### config.mk
export PLATFORM = sky130hd
export DESIGN_NAME = lock_access_ctrl
export DESIGN_NICKNAME = d
export VERILOG_FILES = /design/src/rtl/lock_pkg.sv /design/src/rtl/lock_timer.sv /design/src/rtl/lock_access_ctrl.sv
export SDC_FILE = /design/constraint.sdc
export NUM_CORES = 1
export LEC_CHECK = 0
export BUFFER_PORTS_ARGS = -buffer_cell sky130_fd_sc_hd__buf_2
export CORE_MARGIN = 3
export CORE_UTILIZATION = 60
export DETAILED_ROUTE_END_ITERATION = 8
export HOLD_SLACK_MARGIN = 0.15
export PLACE_DENSITY = 0.81
export SETUP_SLACK_MARGIN = 0.02
export SYNTH_ARGS = -nofsm -noshare
export SYNTH_HDL_FRONTEND = slang
export SYNTH_SLANG_ARGS = --single-unit
### constraint.sdc
create_clock -name CLK -period 2.6 [get_ports CLK]
set_input_delay 0.65 -clock CLK [delete_from_list [all_inputs] [get_ports CLK]]
set_output_delay 0.65 -clock CLK [all_outputs]
set_load 0.02 [all_outputs]
### src/rtl/lock_pkg.sv
// Shared state encoding and sizing helpers for the combination-lock access controller.
package lock_pkg;

   typedef enum logic [2:0] {
      StIdle    = 3'd0,
      StEntry   = 3'd1,
      StEval    = 3'd2,
      StOpen    = 3'd3,
      StProg    = 3'd4,
      StLockout = 3'd5
   } lock_state_e;

   // Minimum of 1 so single-value counters still get a real bit.
   function automatic int unsigned clog2(input int unsigned v);
      int unsigned r;
      r = 1;
      while ((32'd1 << r) < v) r = r + 1;
      return r;
   endfunction

   function automatic int unsigned max3(input int unsigned a, input int unsigned b,
                                        input int unsigned c);
      int unsigned m;
      m = (a > b) ? a : b;
      return (m > c) ? m : c;
   endfunction

endpackage

### src/rtl/lock_timer.sv
// Loadable down-counter that saturates at zero; zero_o flags an expired interval.
module lock_timer #(
   parameter int unsigned Width = 5
) (
   input  logic             clk_i,
   input  logic             rst_ni,
   input  logic             load_i,
   input  logic [Width-1:0] value_i,
   input  logic             en_i,
   output logic             zero_o
);

   logic [Width-1:0] cnt_q, cnt_d;

   always_comb begin
      cnt_d = cnt_q;
      if (load_i) begin
         cnt_d = value_i;
      end else if (en_i && (cnt_q != '0)) begin
         cnt_d = cnt_q - Width'(1);
      end
   end

   always_ff @(posedge clk_i or negedge rst_ni) begin
      if (!rst_ni) begin
         cnt_q <= '0;
      end else begin
         cnt_q <= cnt_d;
      end
   end

   assign zero_o = (cnt_q == '0);

endmodule

### src/rtl/lock_access_ctrl.sv
// Serial combination-lock sequencer: code entry, timed unlock window, failure lockout
// and in-window re-programming of the (volatile) code register.
module lock_access_ctrl
   import lock_pkg::*;
#(
   parameter int unsigned          CODE_LEN     = 4,
   parameter logic [CODE_LEN-1:0]  DEFAULT_CODE = 4'b0100,
   parameter int unsigned          MAX_FAIL     = 3,
   parameter int unsigned          UNLOCK_CYC   = 8,
   parameter int unsigned          LOCKOUT_CYC  = 16,
   parameter int unsigned          TIMEOUT_CYC  = 10
) (
   input  logic                             CLK,
   input  logic                             R,
   input  logic                             IN_VALID,
   input  logic                             IN,
   input  logic                             PROG_REQ,
   output logic                             Unlock,
   output logic                             Alarm,
   output logic                             Err,
   output logic                             Prog_done,
   output logic [clog2(MAX_FAIL+1)-1:0]     Fail_cnt
);

   localparam int unsigned TW = clog2(max3(UNLOCK_CYC, LOCKOUT_CYC, TIMEOUT_CYC) + 1);
   localparam int unsigned BW = clog2(CODE_LEN);
   localparam int unsigned FW = clog2(MAX_FAIL + 1);

   // Timer is loaded with N-1 so the state lasts exactly N cycles.
   localparam logic [TW-1:0] TUnlock  = TW'(UNLOCK_CYC - 1);
   localparam logic [TW-1:0] TLockout = TW'(LOCKOUT_CYC - 1);
   localparam logic [TW-1:0] TTimeout = TW'(TIMEOUT_CYC - 1);
   localparam logic [BW-1:0] LastBit  = BW'(CODE_LEN - 1);

   lock_state_e         state_q, state_d;
   logic [CODE_LEN-1:0] shift_q, shift_d;
   logic [CODE_LEN-1:0] code_q, code_d;
   logic [BW-1:0]       bit_cnt_q, bit_cnt_d;
   logic [FW-1:0]       fail_q, fail_d;
   logic                err_pend_q, err_pend_d;
   logic                prog_pend_q, prog_pend_d;
   logic                unlock_q, alarm_q, err_q, prog_done_q;

   logic                tmr_load, tmr_en, tmr_zero;
   logic [TW-1:0]       tmr_val;

   lock_timer #(
      .Width (TW)
   ) u_timer (
      .clk_i   (CLK),
      .rst_ni  (R),
      .load_i  (tmr_load),
      .value_i (tmr_val),
      .en_i    (tmr_en),
      .zero_o  (tmr_zero)
   );

   assign tmr_en = (state_q != StIdle);

   always_comb begin
      state_d     = state_q;
      shift_d     = shift_q;
      code_d      = code_q;
      bit_cnt_d   = bit_cnt_q;
      fail_d      = fail_q;
      err_pend_d  = 1'b0;
      prog_pend_d = 1'b0;
      tmr_load    = 1'b0;
      tmr_val     = '0;

      case (state_q)
         StIdle: begin
            if (IN_VALID) begin
               shift_d   = {shift_q[CODE_LEN-2:0], IN};
               bit_cnt_d = BW'(1);
               tmr_load  = 1'b1;
               tmr_val   = TTimeout;
               state_d   = StEntry;
            end
         end
         StEntry, StProg: begin
            if (IN_VALID) begin
               shift_d  = {shift_q[CODE_LEN-2:0], IN};
               tmr_load = 1'b1;
               tmr_val  = TTimeout;
               if (bit_cnt_q == LastBit) begin
                  bit_cnt_d = '0;
                  if (state_q == StProg) begin
                     code_d      = shift_d;
                     prog_pend_d = 1'b1;
                     state_d     = StIdle;
                  end else begin
                     state_d = StEval;
                  end
               end else begin
                  bit_cnt_d = bit_cnt_q + BW'(1);
               end
            end else if (tmr_zero) begin
               bit_cnt_d  = '0;
               err_pend_d = 1'b1;
               state_d    = StIdle;
            end
         end
         StEval: begin
            if (shift_q == code_q) begin
               fail_d   = '0;
               tmr_load = 1'b1;
               tmr_val  = TUnlock;
               state_d  = StOpen;
            end else begin
               fail_d     = fail_q + FW'(1);
               err_pend_d = 1'b1;
               if (fail_d == FW'(MAX_FAIL)) begin
                  tmr_load = 1'b1;
                  tmr_val  = TLockout;
                  state_d  = StLockout;
               end else begin
                  state_d = StIdle;
               end
            end
         end
         StOpen: begin
            if (PROG_REQ) begin
               tmr_load = 1'b1;
               tmr_val  = TTimeout;
               state_d  = StProg;
            end else if (tmr_zero) begin
               state_d = StIdle;
            end
         end
         StLockout: begin
            if (tmr_zero) begin
               fail_d  = '0;
               state_d = StIdle;
            end
         end
         default: state_d = StIdle;
      endcase
   end

   // Output stage lags the state/event by one edge so every output is a plain flop.
   always_ff @(posedge CLK or negedge R) begin
      if (!R) begin
         state_q     <= StIdle;
         shift_q     <= '0;
         code_q      <= DEFAULT_CODE;
         bit_cnt_q   <= '0;
         fail_q      <= '0;
         err_pend_q  <= 1'b0;
         prog_pend_q <= 1'b0;
         unlock_q    <= 1'b0;
         alarm_q     <= 1'b0;
         err_q       <= 1'b0;
         prog_done_q <= 1'b0;
      end else begin
         state_q     <= state_d;
         shift_q     <= shift_d;
         code_q      <= code_d;
         bit_cnt_q   <= bit_cnt_d;
         fail_q      <= fail_d;
         err_pend_q  <= err_pend_d;
         prog_pend_q <= prog_pend_d;
         unlock_q    <= (state_q == StOpen);
         alarm_q     <= (state_q == StLockout);
         err_q       <= err_pend_q;
         prog_done_q <= prog_pend_q;
      end
   end

   assign Unlock    = unlock_q;
   assign Alarm     = alarm_q;
   assign Err       = err_q;
   assign Prog_done = prog_done_q;
   assign Fail_cnt  = fail_q;

endmodule
==> flow_results.xml <==
<?xml version="1.0" encoding="UTF-8"?>
<metrics>
  <group name="outcome">
    <metric name="status" unit="">complete, no violations</metric>
  </group>
  <group name="floorplanning">
    <metric name="die_area" unit="sq um">2770</metric>
    <metric name="core.rowCount" unit="">16</metric>
    <metric name="start_util" unit="%">65.1</metric>
    <metric name="boundaryPins" unit="">11</metric>
    <metric name="floorplan.die.width" unit="um">52.6</metric>
    <metric name="core-area" unit="sq um">2000</metric>
    <metric name="die-height" unit="um">52.6</metric>
  </group>
  <group name="cts">
    <metric name="total_number_of_h_tree_levels" unit="">1</metric>
    <metric name="cts_repair_resize_count" unit="">0</metric>
    <metric name="clock-sinks" unit="">26</metric>
    <metric name="cts.repair_timing.setup_buffer_count" unit="">0</metric>
    <metric name="cts_max_path_buffers" unit="">2</metric>
    <metric name="cts_made_buffers" unit="">3</metric>
    <metric name="tritoncts_clock_tree" unit="">done</metric>
    <metric name="cts_hold_buffers" unit="">0</metric>
    <metric name="clk-insertion-delay-late" unit="ns">0.33</metric>
    <metric name="ctsRootBufferMaster" unit="">clkbuf_4</metric>
    <metric name="cts.reportedPaths.clkPinSlew" unit="ns">0.13</metric>
  </group>
  <group name="global_route">
    <metric name="grt_start_max_net_pins" unit="">27</metric>
    <metric name="first_global_vias" unit="">905</metric>
    <metric name="grt_first_pass_wirelength" unit="mm">3.82</metric>
    <metric name="grt_antenna_before_repair" unit="">0</metric>
    <metric name="globalRouteTotalUtil" unit="%">19.1</metric>
    <metric name="grt-ovfl-total" unit="">0</metric>
  </group>
  <group name="cells_and_area">
    <metric name="regArea" unit="sq um">652</metric>
    <metric name="fillerInstances" unit="">169</metric>
    <metric name="final-instance-count-excl-fill" unit="">153</metric>
    <metric name="n_antenna_cell" unit="">0</metric>
    <metric name="nNetsFinal" unit="">136</metric>
    <metric name="area.growth.synth_to_final" unit="%">7.10</metric>
    <metric name="final_core_utilization" unit="%">69.8</metric>
    <metric name="final_layout_size_suffix_gt1_share" unit="%">23.8</metric>
    <metric name="multi_input_comb_area" unit="sq um">612</metric>
  </group>
  <group name="detailed_routing">
    <metric name="finalWirelength" unit="mm">2.20</metric>
    <metric name="drt_first_iter_violations" unit="">15</metric>
    <metric name="vias" unit="">918</metric>
    <metric name="detailedRoute.firstPassIterationCount" unit="">4</metric>
    <metric name="route.detailed.drc" unit="">0</metric>
    <metric name="drt.antenna.violating_nets" unit="">0</metric>
    <metric name="via_count_normalized_by_instance_count" unit="">6.00</metric>
    <metric name="average_wire_length_per_cell_after_detail_routing" unit="um">14.4</metric>
  </group>
  <group name="power_and_ir_drop">
    <metric name="power.total" unit="W">0.00149</metric>
    <metric name="pwr_density_cell" unit="nW/um^2">1070</metric>
    <metric name="total_leakage_power" unit="nW">0.632</metric>
    <metric name="ir_drop" unit="mV">0.631</metric>
  </group>
  <group name="setup_path">
    <metric name="arrival" unit="ns">2.10</metric>
    <metric name="critPathLaunchType" unit="">flop</metric>
    <metric name="worst-path-max-fanout" unit="">17</metric>
    <metric name="critPathSlowestCell" unit="">dfrtp_1</metric>
    <metric name="timing.critical_path.slowest_cell_delay" unit="ns">0.70</metric>
    <metric name="worstSetupEndpointType" unit="">flop</metric>
    <metric name="worst_path_dominant_cell_family" unit="">simple AND/OR/NAND/NOR gates</metric>
    <metric name="criticalPathCategory" unit="">reg -&gt; reg</metric>
    <metric name="crit_path_cell_trace" unit="">nor3_2 -&gt; or4b_1 -&gt; mux2_1 -&gt; and3_1</metric>
    <metric name="cp.required" unit="ns">2.84</metric>
    <metric name="cp_num_buf_inv" unit="">0</metric>
    <metric name="worst_reg_to_reg_setup_slack" unit="ns">0.74</metric>
  </group>
  <group name="synthesis">
    <metric name="synth_top_flop_cell" unit="">dfrtp_1</metric>
    <metric name="synth-seq-cells" unit="">26</metric>
    <metric name="synth_seq_area_share" unit="%">50.0</metric>
    <metric name="syn_nets" unit="">124</metric>
    <metric name="netlist_top_cells_area" unit="">dfrtp_1 48%, mux2_2 7.8%, ha_1 3.8%</metric>
    <metric name="ys_async_sr_fraction" unit="%">100</metric>
    <metric name="edff_count_synth" unit="">0</metric>
    <metric name="synth_most_common_cell" unit="">dfrtp_1</metric>
    <metric name="synth_top_cells_by_count" unit="">25 x dfrtp_1, 9 x mux2_2, 8 x nand2_1, 8 x o21ai_0</metric>
    <metric name="mappedNetlistArea" unit="sq um">1300</metric>
    <metric name="count_of_synthesis_stage_warnings_from_yosys" unit="">0</metric>
    <metric name="netlist_instances" unit="">115</metric>
    <metric name="yosys.cell_types.count" unit="">42</metric>
    <metric name="synth_top_cell_by_area" unit="">dfrtp_1</metric>
    <metric name="synth_largest_type_area_fraction" unit="%">48.0</metric>
    <metric name="postSynthAreaPerCell" unit="sq um">11.3</metric>
  </group>
  <group name="timing">
    <metric name="fin_worst_hold_slack" unit="ns">0.295</metric>
    <metric name="finalSetupViolations" unit="">0</metric>
    <metric name="timing.slew.headroom" unit="%">59.7</metric>
    <metric name="tns" unit="ns">0</metric>
    <metric name="fin_crit_sh" unit="%">71.6</metric>
    <metric name="hold_viol_final" unit="">0</metric>
    <metric name="worst_slew_pin_slew" unit="ns">0.598</metric>
    <metric name="grt_setup_unrepaired" unit="">no</metric>
    <metric name="min_period" unit="ns">1.86</metric>
    <metric name="worst_clock_skew" unit="ns">0.00700</metric>
    <metric name="max_clock_freq" unit="MHz">537</metric>
    <metric name="timing_max_transition_violations_final" unit="">0</metric>
  </group>
  <group name="placed_design">
    <metric name="port_buffers" unit="">10</metric>
    <metric name="place_inst" unit="">149</metric>
    <metric name="place.detailed.hpwl" unit="mm">1.62</metric>
    <metric name="gp_routability_congestion" unit="">0.716</metric>
  </group>
  <group name="worst_hold_path">
    <metric name="hp_class" unit="">in -&gt; async</metric>
  </group>
  <group name="run">
    <metric name="timing.max_cap.violations" unit="">0</metric>
  </group>
</metrics>
[registers in the layout, indices dropped and copies added, names as in the netlist]
signal / flops
Prog_done: 1
Unlock: 1
err_pend_q: 1
state_q: 3
Alarm: 1
bit_cnt_q: 2
shift_q: 4
Err: 1
u_timer.cnt_q: 5
code_q: 4
prog_pend_q: 1
Fail_cnt: 2
[cells by family after synthesis]
family | after synthesis | synth area share [%]
AOI/OAI and AO/OA | 23 | 11.6
xor gates and xnor gates | 8 | 5.37
adders and majority gates | 4 | 3.84
buffers and inverters | 8 | 3.07
DFF | 26 | 50.0
muxes | 11 | 9.41
and+or+nand+nor | 35 | 16.7
[worst reg2reg max path, stage by stage, from the launching register on]
cell and delay [ns]:
dfrtp_1 0.70, nor3_2 0.14, or4b_1 0.49, mux2_1 0.31, and3_1 0.14
[path summary, 6_finish.rpt]
kind                            cells after the start        from          endpoint
worst min-delay path                                1           R  u_timer.cnt_q[4]
max in group asynchronous                           1           R         code_q[2]
worst max register to register                      4  state_q[0]  u_timer.cnt_q[4]
worst min register to register                      0  err_pend_q               Err
min in group CLK                                    0  err_pend_q               Err
worst max-delay path                                4  state_q[0]  u_timer.cnt_q[4]
[per-stage QoR]
step                      instance area (sq um)  setup slack [ns]
after detailed placement                   1370             0.764
final                                      1400             0.738
after global routing                       1400             0.647
after CTS                                  1400             0.757
after global placement                     1370             0.821
after floorplan                            1300              1.02
[report_power, final]
part / switching [W] / internal, W / total, W
clock network: 0.000116 / 0.0000602 / 0.000176
logic: 0.000298 / 0.000304 / 0.000603
registers: 0.000167 / 0.000543 / 0.000710
[routing by layer]
metal / track usage (%) / vias up / share of wire [%]
li1: - / 429 / -
met1: 21.4 / 450 / 39
met2: 34.5 / 34 / 53
met3: 5.13 / 5 / 5.7
met4: 6.38 / 0 / 1.4
met5: 0 / - / 0
[placed cells by master, fill, tap and decap left out, types with 2 or more instances in the layout]
master     n
a21oi_1    2
ha_1       4
xnor2_1    3
nor3b_1    3
o21ai_0    8
clkbuf_4   3
dfrtp_1   25
inv_1      4
nand2_1    8
and2_1     2
buf_2     10
nor2_1     5
a31oi_1    2
nor3_2     2
nand2b_1   4
nor2b_1    2
xor2_1     5
mux2_2     9
[cell type report]
cell class                      count  area share [%]
Tap cell                           27            2.42
Multi-Input combinational cell     81            43.8
Sequential cell                    26            46.7
Clock buffer                        4            1.88
Timing Repair Buffer               11            4.12
Inverter                            4            1.08
No activity file was read; power rests on OpenSTA's default activity.
